File: config.mk
export PLATFORM = sky130hd
export DESIGN_NAME = stat_run_ctrl_flat
export DESIGN_NICKNAME = d
export VERILOG_FILES = /design/src/rtl/stat_run_ctrl_if.sv /design/src/rtl/stat_run_ctrl.sv /design/src/flat_wrapper.sv
export SDC_FILE = /design/constraint.sdc
export NUM_CORES = 1
export LEC_CHECK = 0
export BUFFER_PORTS_ARGS = -buffer_cell sky130_fd_sc_hd__buf_2
export CAP_MARGIN = 20
export CORE_MARGIN = 3
export CORE_UTILIZATION = 39
export CTS_CLUSTER_SIZE = 10
export DETAILED_ROUTE_END_ITERATION = 16
export GPL_TIMING_DRIVEN = 1
export PLACE_DENSITY_LB_ADDON = 0.08
export SETUP_SLACK_MARGIN = 0.5
export SLEW_MARGIN = 15
export SYNTH_ARGS = -nofsm -noshare
export SYNTH_HDL_FRONTEND = slang
export SYNTH_SLANG_ARGS = --single-unit
export TNS_END_PERCENT = 50
File: constraint.sdc
create_clock -name clk -period 4.89 [get_ports clk]
set_clock_uncertainty 0.05 [all_clocks]
set_input_delay 1.2225 -clock clk [delete_from_list [all_inputs] [get_ports clk]]
set_output_delay 1.2225 -clock clk [all_outputs]
set_load 0.01 [all_outputs]
File: src/rtl/stat_run_ctrl_if.sv
// Control/status bundle between the stats/run controller and its host.
// master drives buttons, CPU events and select; slave is the controller.
`timescale 1ns/1ps
interface stat_run_ctrl_if #(parameter int WIDTH = 16);
  logic             go;
  logic             step;
  logic             clr;
  logic             halt;
  logic             ev_jmp;
  logic             ev_br;
  logic             ev_br_taken;
  logic [1:0]       sel;
  logic             cpu_en;
  logic [1:0]       state;
  logic [WIDTH-1:0] count_out;
  logic             ovf;

  modport master (
    output go, step, clr, halt, ev_jmp, ev_br, ev_br_taken, sel,
    input  cpu_en, state, count_out, ovf
  );

  modport slave (
    input  go, step, clr, halt, ev_jmp, ev_br, ev_br_taken, sel,
    output cpu_en, state, count_out, ovf
  );
endinterface

File: src/rtl/stat_run_ctrl.sv
// Run/halt/single-step controller for the MIPS CPU with cycle, jump,
// branch and taken-branch statistics counters.
//
// state | meaning
// IDLE  | stopped after reset or clear, waiting for go or step
// RUN   | CPU clocked every cycle until halt
// HALT  | CPU stopped by halt or after a step; go resumes, step steps
// STEP  | exactly one enabled CPU cycle, then HALT
`timescale 1ns/1ps
module stat_run_ctrl #(
  parameter int WIDTH = 16
) (
  input  logic               clk,
  input  logic               rst,
  stat_run_ctrl_if.slave     bus
);

  typedef enum logic [1:0] {
    IDLE = 2'd0,
    RUN  = 2'd1,
    HALT = 2'd2,
    STEP = 2'd3
  } state_t;

  localparam logic [WIDTH-1:0] ONE = {{(WIDTH-1){1'b0}}, 1'b1};

  state_t           state_q;
  state_t           state_d;
  logic             go_q;
  logic             step_q;
  logic             go_rise;
  logic             step_rise;
  logic             en;
  logic [3:0]       inc;
  logic             wrap;
  logic [WIDTH-1:0] cnt_q [4];
  logic             ovf_q;

  assign go_rise   = bus.go & ~go_q;
  assign step_rise = bus.step & ~step_q;
  assign en        = (state_q == RUN) || (state_q == STEP);

  // Counter index order matches sel: cycles, jumps, branches, taken.
  assign inc = {bus.ev_br & bus.ev_br_taken, bus.ev_br, bus.ev_jmp, 1'b1};

  always_comb begin
    wrap = 1'b0;
    for (int i = 0; i < 4; i++) begin
      if (inc[i] && (cnt_q[i] == '1)) wrap = 1'b1;
    end
  end

  always_comb begin
    state_d = state_q;
    if (bus.clr) begin
      state_d = IDLE;
    end else begin
      case (state_q)
        IDLE: begin
          if (go_rise)        state_d = RUN;
          else if (step_rise) state_d = STEP;
        end
        RUN: begin
          if (bus.halt) state_d = HALT;
        end
        HALT: begin
          if (go_rise)        state_d = RUN;
          else if (step_rise) state_d = STEP;
        end
        STEP:    state_d = HALT;
        default: state_d = IDLE;
      endcase
    end
  end

  // Edge detectors reset high so a button held through reset never fires.
  always_ff @(posedge clk or negedge rst) begin
    if (!rst) begin
      state_q <= IDLE;
      go_q    <= 1'b1;
      step_q  <= 1'b1;
    end else begin
      state_q <= state_d;
      go_q    <= bus.go;
      step_q  <= bus.step;
    end
  end

  always_ff @(posedge clk or negedge rst) begin
    if (!rst) begin
      for (int i = 0; i < 4; i++) cnt_q[i] <= '0;
      ovf_q <= 1'b0;
    end else if (bus.clr) begin
      for (int i = 0; i < 4; i++) cnt_q[i] <= '0;
      ovf_q <= 1'b0;
    end else if (en) begin
      for (int i = 0; i < 4; i++) begin
        if (inc[i]) cnt_q[i] <= cnt_q[i] + ONE;
      end
      if (wrap) ovf_q <= 1'b1;
    end
  end

  assign bus.cpu_en    = en;
  assign bus.state     = state_q;
  assign bus.count_out = cnt_q[bus.sel];
  assign bus.ovf       = ovf_q;

endmodule

File: src/flat_wrapper.sv
// flat-port wrapper written by rule: the top's interface ports become plain ports
module stat_run_ctrl_flat 
#(
  parameter int WIDTH = 16
)
  (clk, rst, bus_go, bus_step, bus_clr, bus_halt, bus_ev_jmp, bus_ev_br, bus_ev_br_taken, bus_sel, bus_cpu_en, bus_state, bus_count_out, bus_ovf);
  stat_run_ctrl_if #(.WIDTH(WIDTH)) bus_i ();
  input  logic clk;
  input  logic rst;
  input wire logic [$bits(bus_i.go)-1:0] bus_go;
  input wire logic [$bits(bus_i.step)-1:0] bus_step;
  input wire logic [$bits(bus_i.clr)-1:0] bus_clr;
  input wire logic [$bits(bus_i.halt)-1:0] bus_halt;
  input wire logic [$bits(bus_i.ev_jmp)-1:0] bus_ev_jmp;
  input wire logic [$bits(bus_i.ev_br)-1:0] bus_ev_br;
  input wire logic [$bits(bus_i.ev_br_taken)-1:0] bus_ev_br_taken;
  input wire logic [$bits(bus_i.sel)-1:0] bus_sel;
  output wire logic [$bits(bus_i.cpu_en)-1:0] bus_cpu_en;
  output wire logic [$bits(bus_i.state)-1:0] bus_state;
  output wire logic [$bits(bus_i.count_out)-1:0] bus_count_out;
  output wire logic [$bits(bus_i.ovf)-1:0] bus_ovf;
  assign bus_i.go = bus_go;
  assign bus_i.step = bus_step;
  assign bus_i.clr = bus_clr;
  assign bus_i.halt = bus_halt;
  assign bus_i.ev_jmp = bus_ev_jmp;
  assign bus_i.ev_br = bus_ev_br;
  assign bus_i.ev_br_taken = bus_ev_br_taken;
  assign bus_i.sel = bus_sel;
  assign bus_cpu_en = bus_i.cpu_en;
  assign bus_state = bus_i.state;
  assign bus_count_out = bus_i.count_out;
  assign bus_ovf = bus_i.ovf;
  stat_run_ctrl #(.WIDTH(WIDTH)) u_core (.clk(clk), .rst(rst), .bus(bus_i));
endmodule
==> summary.md <==
| Metric | Value |
|---|---|
| Synthesized flop and latch total | `69` |
| R2r setup slk | `2810 ps` |
| H-tree levels | `3` |
| Status | `finished, final reports clean` |
| Post-CTS Setup Bufs | `0` |
| Largest net degree at the start of global routing | `42` |
| Die extent in x | `105 um` |
| Worst Path Buf+Inv | `2` |
| Core area | `0.00942 mm2` |
| Pre-Repair DR Iteration Count | `4` |
| Worst Hold Class | `flop to flop` |
| Cts bufs inserted | `9` |
| Crit-path max FO | `16` |
| TNS Setup | `0 ps` |
| Antenna Cells | `0` |
| Crit share post-route | `74.7%` |
| CP max stage delay | `590 ps` |
| Post-Syn Area | `0.00384 mm2` |
| IO buf count | `30` |
| Worst endpoint data arrival time | `2380 ps` |
| Sequential cell area fraction in the yosys report | `45.0%` |
| Die H | `105 um` |
| Clock Latency Late Sink | `350 ps` |
| Final Max Tran Viols | `0` |
| R2R cell count | `5` |
| RSZ-0062 raised after global routing | `no` |
| Syn nets | `397` |
| WL final | `9720 um` |
| Setup-failing EPs final | `0` |
| Hold depth | `2` |
| # resized after CTS | `0` |
| Post-Synthesis Cells | `382` |
| Global-route usage over all layers | `18.6%` |
| Wirelength per Cell | `18.0 um` |
| CTS tree | `yes` |
| Worst-margin pin slew | `668 ps` |
| Leakage power total | `0.00170 uW` |
| DR vias/cell | `5.54` |
| Via Count | `2987` |
| Startpoint types | `primary input` |
| Final Hold Fails | `0` |
| Max IR drop VDD | `0.122 mV` |
| Most used cell, CP | `buf_2` |
| CTS Hold Bufs | `0` |
| Vias in the first global route | `2952` |
| GP Congestion | `0.780` |
| Area leader, netlist | `dfrtp_1` |
| Slowest-stage cell, CP | `mux4_2` |
| Synth warnings | `0` |
| Total of max-cap violations | `0` |
| Worst Setup End Kind | `output pin` |
| Synthesized area per cell | `10.1 um2` |
| CTS Sinks | `69` |
| DRT antenna net count | `0` |
| Clock Pin Slew Worst Setup and Hold Paths | `70 ps` |
| Placement row count | `35` |
| Fill cell count | `951` |
| Layout cells sized above 1 | `16.6%` |
| Clock root cell | `clkbuf_8` |
| Hpwl dp | `7090 um` |
| DRC violations left | `0` |
| Top Ports | `31` |
| Final Net Count | `421` |
| Starting Density | `40.8%` |
| Iter 0 DRT Violations | `88` |
| Die ar. | `0.0111 mm2` |
| Clock tree buffer depth | `2` |
| Critical Path RT | `3620 ps` |
| Max Clk Rate | `274 MHz` |
| Critical path type | `primary input to output pin` |
| Slew HR | `55.5%` |
| Number of antenna violations at the first check in global routing | `0` |
| Synth top area cells | `dfrtp_1 (44%), mux4_2 (9.4%), xor2_1 (4.8%)` |
| CP delay by family, top | `multiplexers` |
| Fin util | `45.4%` |
| Global-route wire length before repair | `16200 um` |
| Area Growth Syn to Fin | `11.3%` |
| Share of Yosys cell area claimed by the top area cell type | `43.7%` |
| Distinct cells, synth | `37` |
| Power Density | `261 mW/mm2` |
| Cell count along the critical path | `3` |
| Overflow after GRT | `0` |
| Final min period | `3660 ps` |
| Crit-path cells | `buf_2 -> mux4_2 -> buf_2` |
cells in the final DEF (no fill, tap or decap), drive strengths merged:
cell type	netlist	routed
nor2	45	45
o31ai	10	10
mux2i	3	3
nor3b	1	1
nand4bb	1	1
nor4b	2	2
or2	1	1
nor3	5	5
o41ai	1	1
xnor2	16	16
nand4	19	19
nand2	22	22
inv	6	6
ha	4	4
dfstp	2	2
bufinv	0	1
nand3	26	26
mux4	16	16
and4	7	7
nand2b	4	4
nor4	6	6
clkbuf	12	11
clkinv	0	1
a21oi	27	27
o41a	1	1
o21ai	13	13
or4	10	10
or3	16	16
and3	6	6
a21o	1	1
xor2	21	21
dfrtp	67	67
a31oi	1	1
buf	9	34
o31a	1	1
clkinvlp	0	2
path summary, 6_finish.rpt:
kind                                startpoint               end
max                                 bus_sel[0]  bus_count_out[8]
min                            u_core.cnt_q[8]   u_core.cnt_q[8]
max reg2reg                u_core.bus.state[0]  u_core.cnt_q[46]
min reg2reg                    u_core.cnt_q[8]   u_core.cnt_q[8]
max in group asynchronous                  rst  u_core.cnt_q[14]
min in group asynchronous                  rst  u_core.cnt_q[53]
final cells by class:
class / instances / area [um2] / area share, %
clock buffers: 11 / 131 / 3.07
clock inverters: 4 / 50.0 / 1.17
inverters: 6 / 22.5 / 0.527
multi-input cells: 286 / 2000 / 46.8
flip-flops and latches: 69 / 1730 / 40.5
well taps: 129 / 161 / 3.78
repair buffers: 34 / 180 / 4.22
report_power, final:
part | total, uW | internal [uW] | switching (uW)
registers | 585 | 578 | 7.53
clock network | 452 | 232 | 219
logic | 78.4 | 25.8 | 52.6
logic make-up after synthesis:
family / Yosys count / share of synthesized area (%)
simple gates: 171 / 23.7
flops: 69 / 45.0
compound gates: 55 / 8.47
xor+xnor: 37 / 8.44
buf+inv: 27 / 2.90
mux: 19 / 10.2
fa+ha+maj: 4 / 1.30
registers in the layout (all words and copies together), names as in the netlist:
| name | flops |
|---|---|
| u_core.cnt_q | 64 |
| u_core.bus.state | 2 |
| u_core.bus.ovf | 1 |
| u_core.step_q | 1 |
| u_core.go_q | 1 |
per-layer routing:
layer | global-route usage (%) | part of all wire [%]
met1 | 25.3 | 48
met4 | 4.87 | 1.6
met2 | 30.1 | 48
met5 | 0 | 0
met3 | 4.29 | 2.5
Yosys cell counts (all sizes together):
| cell type | count |
|---|---|
| o41ai | 1 |
| a21o | 1 |
| and3 | 6 |
| nor2 | 45 |
| clkbuf | 12 |
| nand2 | 22 |
| nand2b | 4 |
| inv | 6 |
| nor4b | 2 |
| or4 | 10 |
| nor3b | 1 |
| nand4bb | 1 |
| a31oi | 1 |
| mux4 | 16 |
| or3 | 16 |
| dfrtp | 67 |
| mux2i | 3 |
| nor4 | 6 |
| or2 | 1 |
| o21ai | 13 |
| dfstp | 2 |
| xor2 | 21 |
| xnor2 | 16 |
| o41a | 1 |
| o31a | 1 |
| and4 | 7 |
| o31ai | 10 |
| buf | 9 |
| nand3 | 26 |
| nand4 | 19 |
| ha | 4 |
| nor3 | 5 |
| a21oi | 27 |
stage by stage:
| step | hold WS (ps) | setup slack [ps] | area [um2] | instances | power, uW |
|---|---|---|---|---|---|
| 2_1_floorplan | 463 | 1130 | 3840 | 382 | 644 |
| 3_3_place_gp | 502 | 1200 | 4090 | 524 | 676 |
| 3_5_place_dp | 506 | 1220 | 4090 | 524 | 677 |
| 4_1_cts | 521 | 1220 | 4270 | 539 | 1130 |
| 5_1_grt | 559 | 1130 | 4270 | 539 | 1170 |
| 6_report | 517 | 1230 | 4270 | 539 | 1120 |
tightest hold or removal path, cell delays in order (launching register included):
cell and delay, ps:
dfrtp_1 380, xnor2_1 80, nor2_1 70
(Power assumes the default switching activity.)
